[src/rtl/fifo_drain_reader.sv]
// Consumer-side master for the synchronous fifo block: pops with credit-based flow
// control, absorbs the 1-cycle FIFO read latency and re-presents words on a valid/ready stream.
module fifo_drain_reader #(
    parameter int DATA_W = 16,
    parameter int SKID   = 3,
    parameter int CNT_W  = 16
) (
    input  logic              clk,
    input  logic              rst,
    input  logic              enable,
    input  logic              drain_req,
    output logic              fifo_pop,
    input  logic              fifo_empty,
    input  logic [DATA_W-1:0] fifo_data_out,
    input  logic              fifo_pop_err_on_empty,
    output logic              m_valid,
    output logic [DATA_W-1:0] m_data,
    input  logic              m_ready,
    output logic              drain_done,
    output logic              busy,
    output logic [CNT_W-1:0]  popped_count,
    output logic              err_sticky
);

    localparam int PTR_W = (SKID > 1) ? $clog2(SKID) : 1;
    localparam int OCC_W = $clog2(SKID + 1) + 1;

    typedef enum logic [1:0] {
        IDLE  = 2'd0,
        RUN   = 2'd1,
        DRAIN = 2'd2
    } state_t;

    state_t state;
    state_t next_state;

    logic              inflight;
    logic [PTR_W-1:0]  rd_ptr;
    logic [PTR_W-1:0]  wr_ptr;
    logic [OCC_W-1:0]  buf_count;
    logic [OCC_W-1:0]  occupancy;
    logic [DATA_W-1:0] skid_mem [SKID];
    logic              capture;
    logic              dequeue;
    logic              credit_ok;
    logic              active;
    logic              drain_complete;

    function automatic logic [PTR_W-1:0] ptr_next(input logic [PTR_W-1:0] p);
        if (p == PTR_W'(SKID - 1)) begin
            return '0;
        end
        return p + PTR_W'(1);
    endfunction

    // Credit counts the word still in the FIFO read stage, so the buffer can never overflow
    // even though the pop decision ignores m_ready.
    assign occupancy      = buf_count + OCC_W'(inflight);
    assign credit_ok      = occupancy < OCC_W'(SKID);
    assign active         = (state == RUN) || (state == DRAIN);
    assign fifo_pop       = active && !fifo_empty && credit_ok;

    assign capture        = inflight;
    assign m_valid        = (buf_count != '0);
    assign m_data         = skid_mem[rd_ptr];
    assign dequeue        = m_valid && m_ready;

    assign drain_complete = fifo_empty && !inflight && (buf_count == '0) && !fifo_pop;
    assign busy           = (state != IDLE) || inflight || (buf_count != '0);

    always_ff @(posedge clk or posedge rst) begin
        if (rst) begin
            state <= IDLE;
        end else begin
            state <= next_state;
        end
    end

    always_comb begin
        next_state = state;
        drain_done = 1'b0;
        case (state)
            IDLE: begin
                if (drain_req) begin
                    next_state = DRAIN;
                end else if (enable) begin
                    next_state = RUN;
                end
            end
            RUN: begin
                if (drain_req) begin
                    next_state = DRAIN;
                end else if (!enable) begin
                    next_state = IDLE;
                end
            end
            DRAIN: begin
                if (drain_complete) begin
                    next_state = IDLE;
                    drain_done = 1'b1;
                end
            end
            default: begin
                next_state = IDLE;
            end
        endcase
    end

    always_ff @(posedge clk or posedge rst) begin
        if (rst) begin
            inflight     <= 1'b0;
            popped_count <= '0;
            err_sticky   <= 1'b0;
        end else begin
            inflight <= fifo_pop;
            if (fifo_pop) begin
                popped_count <= popped_count + CNT_W'(1);
            end
            if (fifo_pop_err_on_empty) begin
                err_sticky <= 1'b1;
            end
        end
    end

    // Circular skid buffer; a word read while inflight is set is the FIFO's registered output.
    always_ff @(posedge clk or posedge rst) begin
        if (rst) begin
            rd_ptr    <= '0;
            wr_ptr    <= '0;
            buf_count <= '0;
            for (int i = 0; i < SKID; i++) begin
                skid_mem[i] <= '0;
            end
        end else begin
            if (capture) begin
                skid_mem[wr_ptr] <= fifo_data_out;
                wr_ptr           <= ptr_next(wr_ptr);
            end
            if (dequeue) begin
                rd_ptr <= ptr_next(rd_ptr);
            end
            case ({capture, dequeue})
                2'b10:   buf_count <= buf_count + OCC_W'(1);
                2'b01:   buf_count <= buf_count - OCC_W'(1);
                default: buf_count <= buf_count;
            endcase
        end
    end

    a_no_overflow: assert property (@(posedge clk) disable iff (rst)
        buf_count <= OCC_W'(SKID));

    a_pop_legal: assert property (@(posedge clk) disable iff (rst)
        fifo_pop |-> !fifo_empty);

    a_hold_stable: assert property (@(posedge clk) disable iff (rst)
        (m_valid && !m_ready) |=> (m_valid && $stable(m_data)));

endmodule

[config.mk]
export PLATFORM = sky130hd
export DESIGN_NAME = fifo_drain_reader
export DESIGN_NICKNAME = d
export VERILOG_FILES = /design/src/rtl/fifo_drain_reader.sv
export SDC_FILE = /design/constraint.sdc
export NUM_CORES = 1
export LEC_CHECK = 0
export BUFFER_PORTS_ARGS = -buffer_cell sky130_fd_sc_hd__buf_2
export CAP_MARGIN = 30
export CORE_MARGIN = 2
export CORE_UTILIZATION = 30
export CTS_CLUSTER_SIZE = 25
export DETAILED_ROUTE_END_ITERATION = 6
export HOLD_SLACK_MARGIN = 0.03
export SYNTH_ARGS = -nofsm -noshare
export SYNTH_HDL_FRONTEND = slang
export SYNTH_SLANG_ARGS = --single-unit
[constraint.sdc]
create_clock -name clk -period 2.4 [get_ports clk]
set_input_delay 0.24 -clock clk [delete_from_list [all_inputs] [get_ports clk]]
set_output_delay 0.24 -clock clk [all_outputs]
set_load 0.05 [all_outputs]
After elaboration in Yosys (flattened, before gate mapping)
Cells that the tools add are included.

storage, ports and cells
  input bits = 23
  logic and storage cells = 73
  register bits after elaboration = 75

operators by class
  reduce and logical (&&, ||, !) cells = 19
  multiplexer cells = 23
  eq/ne operators = 9
  $add $sub $neg = 6
  $lt $le $gt $ge = 4
  bitwise operators = 2

operator list
  cell                   count
  $bwmux 48              1
  $mux 16                3
  $bmux 16 s2            1
  $demux 16 s2           1
  $mux 2                 9
  $add 16x1->16 const B  1
  $eq 2x2->1 const B     4
  $logic_and 1x1->1      7
  $ge 3x3->1 const B     2
  $mux 1                 6
  $ne 3x3->1 const B     2
  $not 2->3              2
  $pmux 2 s3             1
  $pmux 3 s2             1
  $add 2x1->2 const B    2
  $eq 2x1->1 const B     2
  $reduce_bool 2->1      2
  $add 3x1->3            1
  $add 3x1->3 const B    1
  $logic_not 1->1        3
  $logic_not 3->1        1
  $logic_or 1x1->1       3
  $lt 3x1->1 const B     1
  $lt 3x2->1 const B     1
  other kinds (5)        5

Depth between registers and ports, before layout
  depth in word-level cells = 8
  mapped depth = 9
  gate-level depth less buffers = 9

Worst setup path before layout
Ideal clock, no wire load.

  path type = flip-flop to output port
  from = register rd_ptr[1]
  to = output m_data[10]
  setup slack = 166 ps
  buffers on the path = 2
  required time = 2,160 ps
  cell stages (with the launch flop) = 5
  arrival time = 1,994 ps
  cell sequence = dfrtp_1 > buf_2 > buf_2 > mux2i_1 > o21ai_0

between the ends
  word-level cells in the longest chain between the ends = 4

RTL lines
  element                                      line  text
  start, declared                              38    logic [PTR_W-1:0] rd_ptr;
  start signal, assigned                       140   rd_ptr <= ptr_next(rd_ptr);
  $not 2->3 (implied by the code)              65    assign m_data = skid_mem[rd_ptr];
  $bmux 16 s2                                  65
  $mux 16 (implied by the code) (2 in series)  65
  end, declared                                17    output logic [DATA_W-1:0] m_data,

Every way passes these cells. The select of a mux whose other input is x is not followed.

Worst setup path in the final report
  from = register buf_count[0]
  to = output fifo_pop

between the ends
  word-level cells in the longest chain between the ends = 3

RTL lines
  element                 line  text
  start, declared         40    logic [OCC_W-1:0] buf_count;
  start signal, assigned  143   2'b10: buf_count <= buf_count + OCC_W'(1);
  start signal, assigned  144   2'b01: buf_count <= buf_count - OCC_W'(1);
  start signal, assigned  145   default: buf_count <= buf_count;
  $add 3x1->3             58    assign occupancy = buf_count + OCC_W'(inflight);
  $lt 3x2->1              59    assign credit_ok = occupancy < OCC_W'(SKID);
  $logic_and 1x1->1       61    assign fifo_pop = active && !fifo_empty && credit_ok;
  end, declared           12    output logic fifo_pop,

Every way passes these cells.

==> flow_summary.ini <==
[timing]
maxSlewViolCount = 0
worst_clock_skew_ns = 0.00580
finalSetupViolCount = 0
clock.fmax_ghz = 0.453
setup_ws_ns = 0.193
fin_crit_ns = 2.21
hold_viol = 0
tns_ns = 0
relSlewSlack = 0.512
post-route-period-util = 0.920
rsz0062_at_grt = no
worst_slew_pin_slew_ns = 0.731

[power_and_ir_drop]
p_clk_frac = 0.209
pwr-share-comb = 0.447
power_switching_uw = 2580
pwr-share-seq = 0.344
p_leak_uw = 0.00207
p_int_uw = 3640
sw_frac_of_total = 0.414
ir_drop_mv = 0.950
pwr_density_cell_nw_per_um2 = 1450

[critical_path]
cp_common_cell = ha_1
max_stage_delay_ns = 0.42
crit_type = register to primary output
crit_required_ns = 2.16
crit_family = flip-flops
crit_chain = ha_1, ha_1, xnor2_1, and3_2, buf_2
endpoint_kind = primary output
cp.arrival_ns = 1.97
start_kind = register
cp.buffers_inverters = 1
cp_slowest_cell = dfrtp_1
worstPathMaxFanout = 11

[clock_tree]
clock-sinks = 75
root_buffer = clkbuf_16
worstSkewPairLatency_ns = 0.33
h-tree-depth = 3
clk_pin_slew_ns = 0.06
numCtsBuffers = 9
post_cts_buffers = 0
cts_tree = yes
cts.path.max_buffers = 2

[route]
drt_iter0_markers = 61
viasPerCell = 4.61
wl_met3_um = 297
top_layer_used = met5
routed_wl_um = 7050
drcViolationCount = 0
m1WireLength_um = 3450
dr.pass1.iters = 3
routedWlPerCell_um = 14.3
drtAntennaViolNets = 0
dr_total_vias = 2278
met2_length_um = 3200

[yosys]
yosys_warnings = 0
syn-instance-count = 277
postSynthAreaPerCell_um2 = 12.6
synth_area_leaders = dfrtp_1 54%, mux2_2 13%, mux2i_1 5.2%, mux2_4 4.3%, nand2_1 2.8%
syn_area_um2 = 3490
syn_nets = 308
ys.flop_type = dfrtp_1
synth_top_area_share = 0.538
yosysTopAreaCell = dfrtp_1
netlist_top_cells_count = 75 x dfrtp_1, 40 x mux2_2, 26 x nand2_1
synth.most_common_cell = dfrtp_1
yosysUniqueCellTypes = 35
ys_ff_latch = 75
async_flop_share = 1.00
synth.yosys.seq_area_share = 0.538
synth_edf_count = 0

[cells_and_area]
nNetsFinal = 377
syn_to_final_growth_pct = 22.8
drive_gt1_frac = 0.393
antenna_cells = 0

[status]
outcome = completed

[floorplanning]
chipHeight_um = 112
die_w_um = 112
start_util = 0.307
core_area_um2 = 11400
rows = 39
num_io_pins = 60
dieArea_um2 = 12500

[placed_design]
gp_congestion = 0.687
dp_hpwl_um = 4830
port_buffers = 59
place_ws_ns = 0.427

[global_route]
grt_pass1_vias = 2336
overflow = 0
antenna_found_initial = 1
track_usage = 0.123
grt_max_degree = 32
grt_pass1_wl_um = 12100

[job]
cap_violations = 0

[min_path]
holdCritPathClass = input pin to async pin
registers in the layout, summed over array words and instances (netlist names):
name	cells
skid_mem	48
popped_count	16
buf_count	3
rd_ptr	2
state	2
wr_ptr	2
capture	1
err_sticky	1
power by group through the flow:
stage               Sequential (uW)  Clock, uW  Combinational [uW]
floorplan                      2150          0                2190
global placement               2140          0                2770
detailed placement             2160          0                2820
CTS                            2150       1340                2820
global route                   2220       1400                3020
finish                         2140       1300                2780
layout by cell type (no fill, tap or decap), types with 3 or more instances in the layout:
| cell type | n |
|---|---|
| inv_1 | 8 |
| mux2_2 | 40 |
| mux2_4 | 10 |
| nor2_1 | 4 |
| clkinv_2 | 3 |
| nor2b_1 | 3 |
| xnor2_1 | 10 |
| buf_4 | 8 |
| o21ai_0 | 18 |
| ha_1 | 7 |
| nand3_1 | 5 |
| clkbuf_16 | 9 |
| nor3_1 | 3 |
| and3_1 | 4 |
| mux2i_1 | 18 |
| nand4_1 | 4 |
| dfrtp_1 | 75 |
| and4_1 | 3 |
| nand2_1 | 26 |
| buf_2 | 59 |
| xor2_1 | 9 |
area by class of cell:
cell class              instances  area, um2
clock buffers                  11        233
well taps                     143        179
flip-flops and latches         75       1880
fillers                      1111       7080
multi-input cells             181       1520
inverters                      10       37.5
clock inverters                 5       53.8
repair buffers                 69        390
path summary, 6_finish.rpt:
path,from,to,slack (ns),cells past startpoint
min in group clk,fifo_pop_err_on_empty,err_sticky,0.10,2
max in group asynchronous,rst,skid_mem[23],1.64,3
max,buf_count[0],fifo_pop,0.19,5
min reg2reg,err_sticky,err_sticky,0.47,1
min,rst,popped_count[8],0.03,2
max reg2reg,buf_count[0],popped_count[15],0.43,6
repair_timing:
item / CTS / global route
gates resized for setup: 0 / 1
endpoints found under the hold margin: 0 / 0
endpoints found under the setup margin: 0 / 1
hold buffers: 0 / 0
metrics by stage:
stage | hold WS (ns) | instance area [um2] | util | power [uW] | instances
finish | 0.0329 | 4290 | 0.377 | 6220 | 494
global route | 0.0906 | 4290 | 0.377 | 6640 | 494
CTS | 0.0582 | 4270 | 0.376 | 6300 | 493
detailed placement | 0.403 | 3980 | 0.350 | 4980 | 477
global placement | 0.401 | 3980 | 0.350 | 4910 | 477
floorplan | 0.336 | 3490 | - | 4340 | 277
cell families after synthesis:
kind of cell    count (synthesis)  synth area share
buf+inv                        21            0.0280
flops                          75             0.538
xor+xnor                       19            0.0477
mux                            68             0.224
fa+ha+maj                       8            0.0308
simple gates                   61            0.0914
compound gates                 25            0.0405
layer usage:
| metal | track usage | up-vias |
|---|---|---|
| li1 | - | 1101 |
| met5 | 0 | - |
| met4 | 0.0469 | 2 |
| met3 | 0.0338 | 12 |
| met2 | 0.187 | 45 |
| met1 | 0.167 | 1118 |
Note: power is estimated with default switching activity, not from simulation.
